### src/rtl/gen_scheduler.sv
// gen_scheduler: paces life_logic generation passes and edits, owns the display bank select; `WATCHDOG_EN adds a RUN-time abort.
module gen_scheduler #(
  parameter int LOG_MAX_SPEED = 3,
  parameter int LOG_BOARD_SIZE = 9,
  parameter int GEN_CNT_W = 16,
  parameter int WATCHDOG_CYCLES = 1048576
) (
  input  logic                      clk_in,
  input  logic                      rst_in,
  input  logic                      vsync_in,
  input  logic [LOG_MAX_SPEED-1:0]  speed_in,
  input  logic                      step_in,
  input  logic [LOG_BOARD_SIZE-1:0] cursor_x_in,
  input  logic [LOG_BOARD_SIZE-1:0] cursor_y_in,
  input  logic                      cursor_click_in,
  input  logic                      done_in,
  output logic                      start_out,
  output logic                      update_out,
  output logic                      click_out,
  output logic [LOG_BOARD_SIZE-1:0] click_x_out,
  output logic [LOG_BOARD_SIZE-1:0] click_y_out,
  output logic                      buf_sel_out,
  output logic [GEN_CNT_W-1:0]      gen_count_out,
  output logic                      busy_out,
  output logic                      wdt_err_out
);
  typedef enum logic [1:0] {IDLE, LAUNCH, RUN, SWAP} state_t;
  localparam logic [LOG_MAX_SPEED-1:0] FRAME_MAX = '1;
  state_t state;
  logic [LOG_MAX_SPEED-1:0] frame_cnt, period_m1;
  logic [LOG_BOARD_SIZE-1:0] edit_x, edit_y;
  logic click_pending, run_first, upd_go, launch, done_ok, wdt_abort;
  always_comb begin
    period_m1 = FRAME_MAX - speed_in;
    upd_go = state == IDLE && (speed_in != '0 ? vsync_in && frame_cnt >= period_m1 : step_in);
    launch = upd_go || (state == IDLE && click_pending);
    done_ok = state == RUN && !run_first && done_in;
  end
`ifdef WATCHDOG_EN
  localparam int WDT_W = $clog2(WATCHDOG_CYCLES + 1);
  logic [WDT_W-1:0] wdt_cnt;
  assign wdt_abort = state == RUN && !done_ok && wdt_cnt == WDT_W'(WATCHDOG_CYCLES - 1);
  always_ff @(posedge clk_in or posedge rst_in)
    if (rst_in) begin
      wdt_cnt <= '0;
      wdt_err_out <= 1'b0;
    end else begin
      wdt_cnt <= state == RUN ? wdt_cnt + 1'b1 : '0;
      if (wdt_abort) wdt_err_out <= 1'b1;
    end
`else
  assign wdt_abort = 1'b0;
  assign wdt_err_out = 1'b0;
`endif
  always_ff @(posedge clk_in or posedge rst_in)
    if (rst_in) begin
      state <= IDLE;
      frame_cnt <= '0;
      click_pending <= 1'b0;
      edit_x <= '0;
      edit_y <= '0;
      run_first <= 1'b0;
      start_out <= 1'b0;
      update_out <= 1'b0;
      click_out <= 1'b0;
      click_x_out <= '0;
      click_y_out <= '0;
      buf_sel_out <= 1'b0;
      gen_count_out <= '0;
      busy_out <= 1'b0;
    end else begin
      start_out <= launch;
      frame_cnt <= (speed_in == '0 || upd_go) ? '0 :
                   (vsync_in && frame_cnt != FRAME_MAX) ? frame_cnt + 1'b1 : frame_cnt;
      // a click arriving on the launch edge must survive for the next pass
      click_pending <= cursor_click_in || (click_pending && !launch);
      if (cursor_click_in) begin
        edit_x <= cursor_x_in;
        edit_y <= cursor_y_in;
      end
      case (state)
        IDLE: if (launch) begin
          state <= LAUNCH;
          busy_out <= 1'b1;
          update_out <= upd_go;
          click_out <= click_pending;
          click_x_out <= edit_x;
          click_y_out <= edit_y;
        end
        LAUNCH: begin
          state <= RUN;
          run_first <= 1'b1;
        end
        RUN: begin
          run_first <= 1'b0;
          if (done_ok) state <= SWAP;
          else if (wdt_abort) begin
            state <= IDLE;
            busy_out <= 1'b0;
            update_out <= 1'b0;
            click_out <= 1'b0;
            click_x_out <= '0;
            click_y_out <= '0;
          end
        end
        SWAP: if (vsync_in) begin
          state <= IDLE;
          busy_out <= 1'b0;
          buf_sel_out <= !buf_sel_out;
          gen_count_out <= gen_count_out + GEN_CNT_W'(update_out);
          update_out <= 1'b0;
          click_out <= 1'b0;
        end
      endcase
    end
endmodule

### config.mk
export PLATFORM = sky130hd
export DESIGN_NAME = gen_scheduler
export DESIGN_NICKNAME = d
export VERILOG_FILES = /design/src/rtl/gen_scheduler.sv
export SDC_FILE = /design/constraint.sdc
export NUM_CORES = 1
export LEC_CHECK = 0
export ABC_AREA = 1
export CORE_MARGIN = 10
export CORE_UTILIZATION = 41
export DETAILED_ROUTE_END_ITERATION = 7
export GPL_ROUTABILITY_DRIVEN = 0
export MAX_ROUTING_LAYER = met4
export PLACE_DENSITY_LB_ADDON = 0.2
export SYNTH_ARGS = -nofsm -noshare
export SYNTH_HDL_FRONTEND = slang
export SYNTH_SLANG_ARGS = --single-unit
### constraint.sdc
create_clock -name clk_in -period 2.76 [get_ports clk_in]
set_input_delay 0.552 -clock clk_in [delete_from_list [all_inputs] [get_ports clk_in]]
set_output_delay 0.552 -clock clk_in [all_outputs]
set_load 0.05 [all_outputs]
# ---- After elaboration in Yosys (flattened, before gate mapping)
# Cells that the tools add are included.
dict set report totals {
  inputBits 27
  output_inout_bits 40
  register_bits 64
}
dict set report op_classes {
  eq_ne 7
  reduce_logical 23
  order_cmp 1
  n_mux 15
  addsub 3
}
# cell n
set op_table {}
lappend op_table {{16-bit by 1-bit adder with 16-bit output} 1}
lappend op_table {{1-bit case mux with 2 select lines} 4}
lappend op_table {{2-bit case mux with 4 select lines} 1}
lappend op_table {{1-bit logical AND} 7}
lappend op_table {{2-bit 2-to-1 mux} 3}
lappend op_table {{3-bit 2-to-1 mux} 2}
lappend op_table {{2-bit inequality test, second input constant} 3}
lappend op_table {{3-bit AND reduction} 2}
lappend op_table {{2-bit nonzero test} 3}
lappend op_table {{1-bit 2-to-1 mux} 5}
lappend op_table {{2-bit == test, second input constant} 2}
lappend op_table {{2-bit AND reduction} 2}
lappend op_table {{3-bit by 1-bit adder with 3-bit output, second input constant} 1}
lappend op_table {{3-bit greater-or-equal comparator} 1}
lappend op_table {{1-bit zero test} 3}
lappend op_table {{3-bit zero test} 1}
lappend op_table {{1-bit logical OR} 3}
lappend op_table {{3-bit inequality test, second input constant} 1}
lappend op_table {{3-bit nonzero test} 1}
lappend op_table {{3-bit subtractor, first input constant} 1}
lappend op_table {{2-bit by 1-bit == test with 1-bit output, second input constant} 1}
lappend op_table {{2-bit zero test} 1}

# ---- Depth between registers and ports, before layout
dict set report logic_depth {
  depth_word 9
  ltp_mapped 12
  depth_no_buf 11
}

# ---- Worst setup path after synthesis
# No wires, ideal clock.
dict set report synth_path {
  path_type {register to register}
  from {register gen_count_out[0]}
  to {register gen_count_out[12]}
  setup_time_ns 0.124
  required_ns 2.636
  stages_incl_launch_ff 9
  t_arrival_ns 1.755
  slack_ns 0.881
  synth_period_minus_slack_ns 1.879
  path_cell_list {dfrtp_1 -> ha_1 -> ha_1 -> nand3_1 -> nor2_4 -> nand2_2 -> nor2_4 -> nand3_2 -> xor2_1}
}
dict set report synth_between {
  elab_chain_cells 1
}
# element line_no
set synth_lines {}
lappend synth_lines {{from (decl)} 23} ;# output logic [GEN_CNT_W-1:0] gen_count_out,
lappend synth_lines {{from (signal assigned)} 110} ;# gen_count_out <= gen_count_out + GEN_CNT_W'(update_out);
lappend synth_lines {{16-bit by 1-bit adder with 16-bit output} 110}
# No other way between the ends.
# A chain may end at the register's enable or synchronous reset.

# ---- Worst setup path in the final report
dict set report layout_path {
  from {register gen_count_out[9]}
  to {output gen_count_out[9]}
}
# No word-level cell between the ends.

==> impl_metrics.tcl <==
set metrics [dict create \
    status "completed" \
    slew_violations 0 \
    r2r_start "update_out$_DFFE_PP0P_" \
    vias_per_cell 4.51 \
    critPathMaxFanout 5 \
    ff_latch_area_sq_mm 0.00160 \
    num_vias 2159 \
    grt_pass1_wl_um 10100 \
    yosysMostFrequentCell "nand2_1" \
    core_region_area_sq_mm 0.00691 \
    min_path_cells 1 \
    hold_end "gen_count_out[15]$_DFFE_PP0P_" \
    cpMaxStageDelayCell "clkdlybuf4s50_1" \
    setup_violations 0 \
    fmax_mhz 467 \
    synth_common_cells "nand2_1 (85), dfrtp_1 (64), inv_1 (41)" \
    power_density_mw_per_mm2 1040 \
    cts_buffers 9 \
    min_from "gen_count_out[15]$_DFFE_PP0P_" \
    path_cells "clkdlybuf4s50_1" \
    reg2reg_depth 8 \
    ys_async_sr_fraction 1.00 \
    first_iter_violations 47 \
    insertion_delay_ns 0.33 \
    placementRows 30 \
    postCtsSetupBuffers 0 \
    die_y_um 105 \
    grt_max_degree 39 \
    n_fill_cell 620 \
    yosysWarnings 0 \
    grt_use_total 0.113 \
    clock_skew_ns 0.00741 \
    grt_use_met2 0.162 \
    cts.reportedPaths.clkPinSlew_ns 0.07 \
    cp_top_family "buffers and inverters" \
    io_buffers 65 \
    drt_pass1_iterations 4 \
    cp-start-kind "register" \
    slowest_delay_ns 0.84 \
    netlist_instances 309 \
    ctsHoldBuffers 0 \
    drc 0 \
    syn_area_per_cell_sq_um 9.62 \
    finalNonFillerCells 479 \
    diodes 0 \
    pin_count 67 \
    fin_crit_ns 2.14 \
    start_util 0.430 \
    netlist_area_sq_mm 0.00297 \
    multi_input_area_sq_mm 0.00114 \
    yosys.area.top_type "dfrtp_1" \
    dp_cells 463 \
    syn_to_final_growth_pct 32.6 \
    cts_sinks 64 \
    design_area_sq_mm 0.00394 \
    path_class "register to output port" \
    period_share 0.776 \
    hold_path_class "register to register" \
    clk_path_buf_depth 2 \
    leakage_nw 1.92 \
    place_hpwl_um 4540 \
    cts.repair.resized 0 \
    path_buf_inv 1 \
    critical_path_arrival_ns 1.59 \
    synth_ff_type "dfrtp_1" \
    synth_seq_cells 64 \
    synth-edff-count 0 \
    die_area_sq_mm 0.0111 \
    cts_root_buf "clkbuf_8" \
    htreeDepth 3 \
    ys_top_cells_by_area "dfrtp_1 (54%), nand2_1 (11%), o21ai_2 (5.3%)" \
    hold_violations 0 \
    antenna_found_initial 0 \
    fin_util 0.571 \
    setup-tns-final_ns 0 \
    drt-wirelength-per-cell_um 12.4 \
    synthDistinctLibCells 31 \
    rrSetupSlack_ns 1.11 \
    tightest_slew_ns 0.581 \
    cap_violations 0 \
    grt_use_met1 0.145 \
    end_kind "output port" \
    layout-drive-gt1-share 0.138 \
    gr-usage-met3 0.0375 \
    synth_top_area_frac 0.539 \
    seq_area_frac_synth 0.539 \
    vdd.ir_drop.worst_v 0.000485 \
    grt_pass1_vias 2133 \
    nets 415 \
    syn-num-nets 346 \
    cts_tree "yes" \
    antenna_left 0 \
    slew_headroom 0.612 \
    grt_most_used_layer "met2" \
    routed_wl_um 5950 \
    die_x_um 105 \
    post_dp_cell_area_sq_mm 0.00370 \
    rsz0062_at_grt "false" \
    r2r-end "gen_count_out[12]$_DFFE_PP0P_" \
    grt-ovfl-total 0 \
    worstPathRequired_ns 2.21 \
]
[sequential cells by signal, summed over array words and instances (netlist names)]
name,cells
edit_x,9
buf_sel_out,1
frame_cnt,3
gen_count_out,16
click_y_out,9
state,2
edit_y,9
click_out,1
start_out,1
run_first,1
click_pending,1
busy_out,1
click_x_out,9
update_out,1
[how the worst max path moves through the flow]
stage                            startpoint                    endpoint  slack, ns  cells after the start
2_1_floorplan                        rst_in     buf_sel_out$_DFFE_PP0P_       0.61                      1
3_3_place_gp                    speed_in[2]  click_y_out[2]$_DFFE_PP0P_       0.45                      9
3_5_place_dp                    speed_in[0]  click_x_out[5]$_DFFE_PP0P_       0.40                     12
4_1_cts        gen_count_out[9]$_DFFE_PP0P_            gen_count_out[9]       0.59                      1
5_1_grt        gen_count_out[5]$_DFFE_PP0P_            gen_count_out[5]       0.56                      1
6_report       gen_count_out[9]$_DFFE_PP0P_            gen_count_out[9]       0.62                      1
[routing by layer]
| metal | up-vias | wire length [um] |
|---|---|---|
| li1 | 1101 | - |
| met1 | 994 | 2920 |
| met2 | 59 | 2630 |
| met3 | 5 | 353 |
| met4 | 0 | 53 |
| met5 | - | 0 |
[where the power goes]
part	switching, W	internal, W	total (W)
clock network	0.000370	0.000601	0.000972
logic	0.00120	0.000599	0.00179
registers	0.000147	0.00118	0.00133
total	0.00171	0.00238	0.00410
[cells in the final DEF (no fill, tap or decap), types with 2 or more instances in the layout]
master	netlist	layout
ha_1	10	10
nand2_2	3	3
nand2_1	85	85
nand3_1	9	9
clkbuf_8	0	9
xor2_1	9	9
clkdlybuf4s50_1	0	65
o21ai_0	21	21
clkinvlp_4	0	2
a21oi_1	5	5
nor2_4	3	3
nand3_2	2	2
nand4_1	3	3
inv_1	41	40
inv_2	1	2
o21ai_2	18	18
bufinv_16	0	3
dfrtp_1	64	64
nor3_1	3	3
xnor2_1	5	5
nor2_1	8	8
[layout make-up]
type / instances / area share
timing repair buffer: 67 / 0.172
tap: 96 / 0.0305
clock inverter: 7 / 0.0302
multi-input combinational: 194 / 0.290
inverter: 42 / 0.0400
sequential: 64 / 0.406
clock buffer: 9 / 0.0314
[metrics by stage]
stage | power [W] | setup WS (ns) | hold slack, ns
3_5_place_dp | 0.00317 | 0.403 | 0.457
5_1_grt | 0.00435 | 0.555 | 0.494
2_1_floorplan | 0.00268 | 0.610 | 0.469
3_3_place_gp | 0.00313 | 0.454 | 0.456
6_report | 0.00410 | 0.618 | 0.464
4_1_cts | 0.00415 | 0.591 | 0.471
[cells by family after synthesis]
family | count (synthesis) | share of synthesized area
and+or+nand+nor | 123 | 0.197
DFF | 64 | 0.539
buffers and inverters | 51 | 0.0770
AOI/OAI and AO/OA | 46 | 0.102
xor gates and xnor gates | 14 | 0.0413
adders and majority gates | 10 | 0.0421
other | 1 | 0.00126
Note: power is estimated with default switching activity, not from simulation.
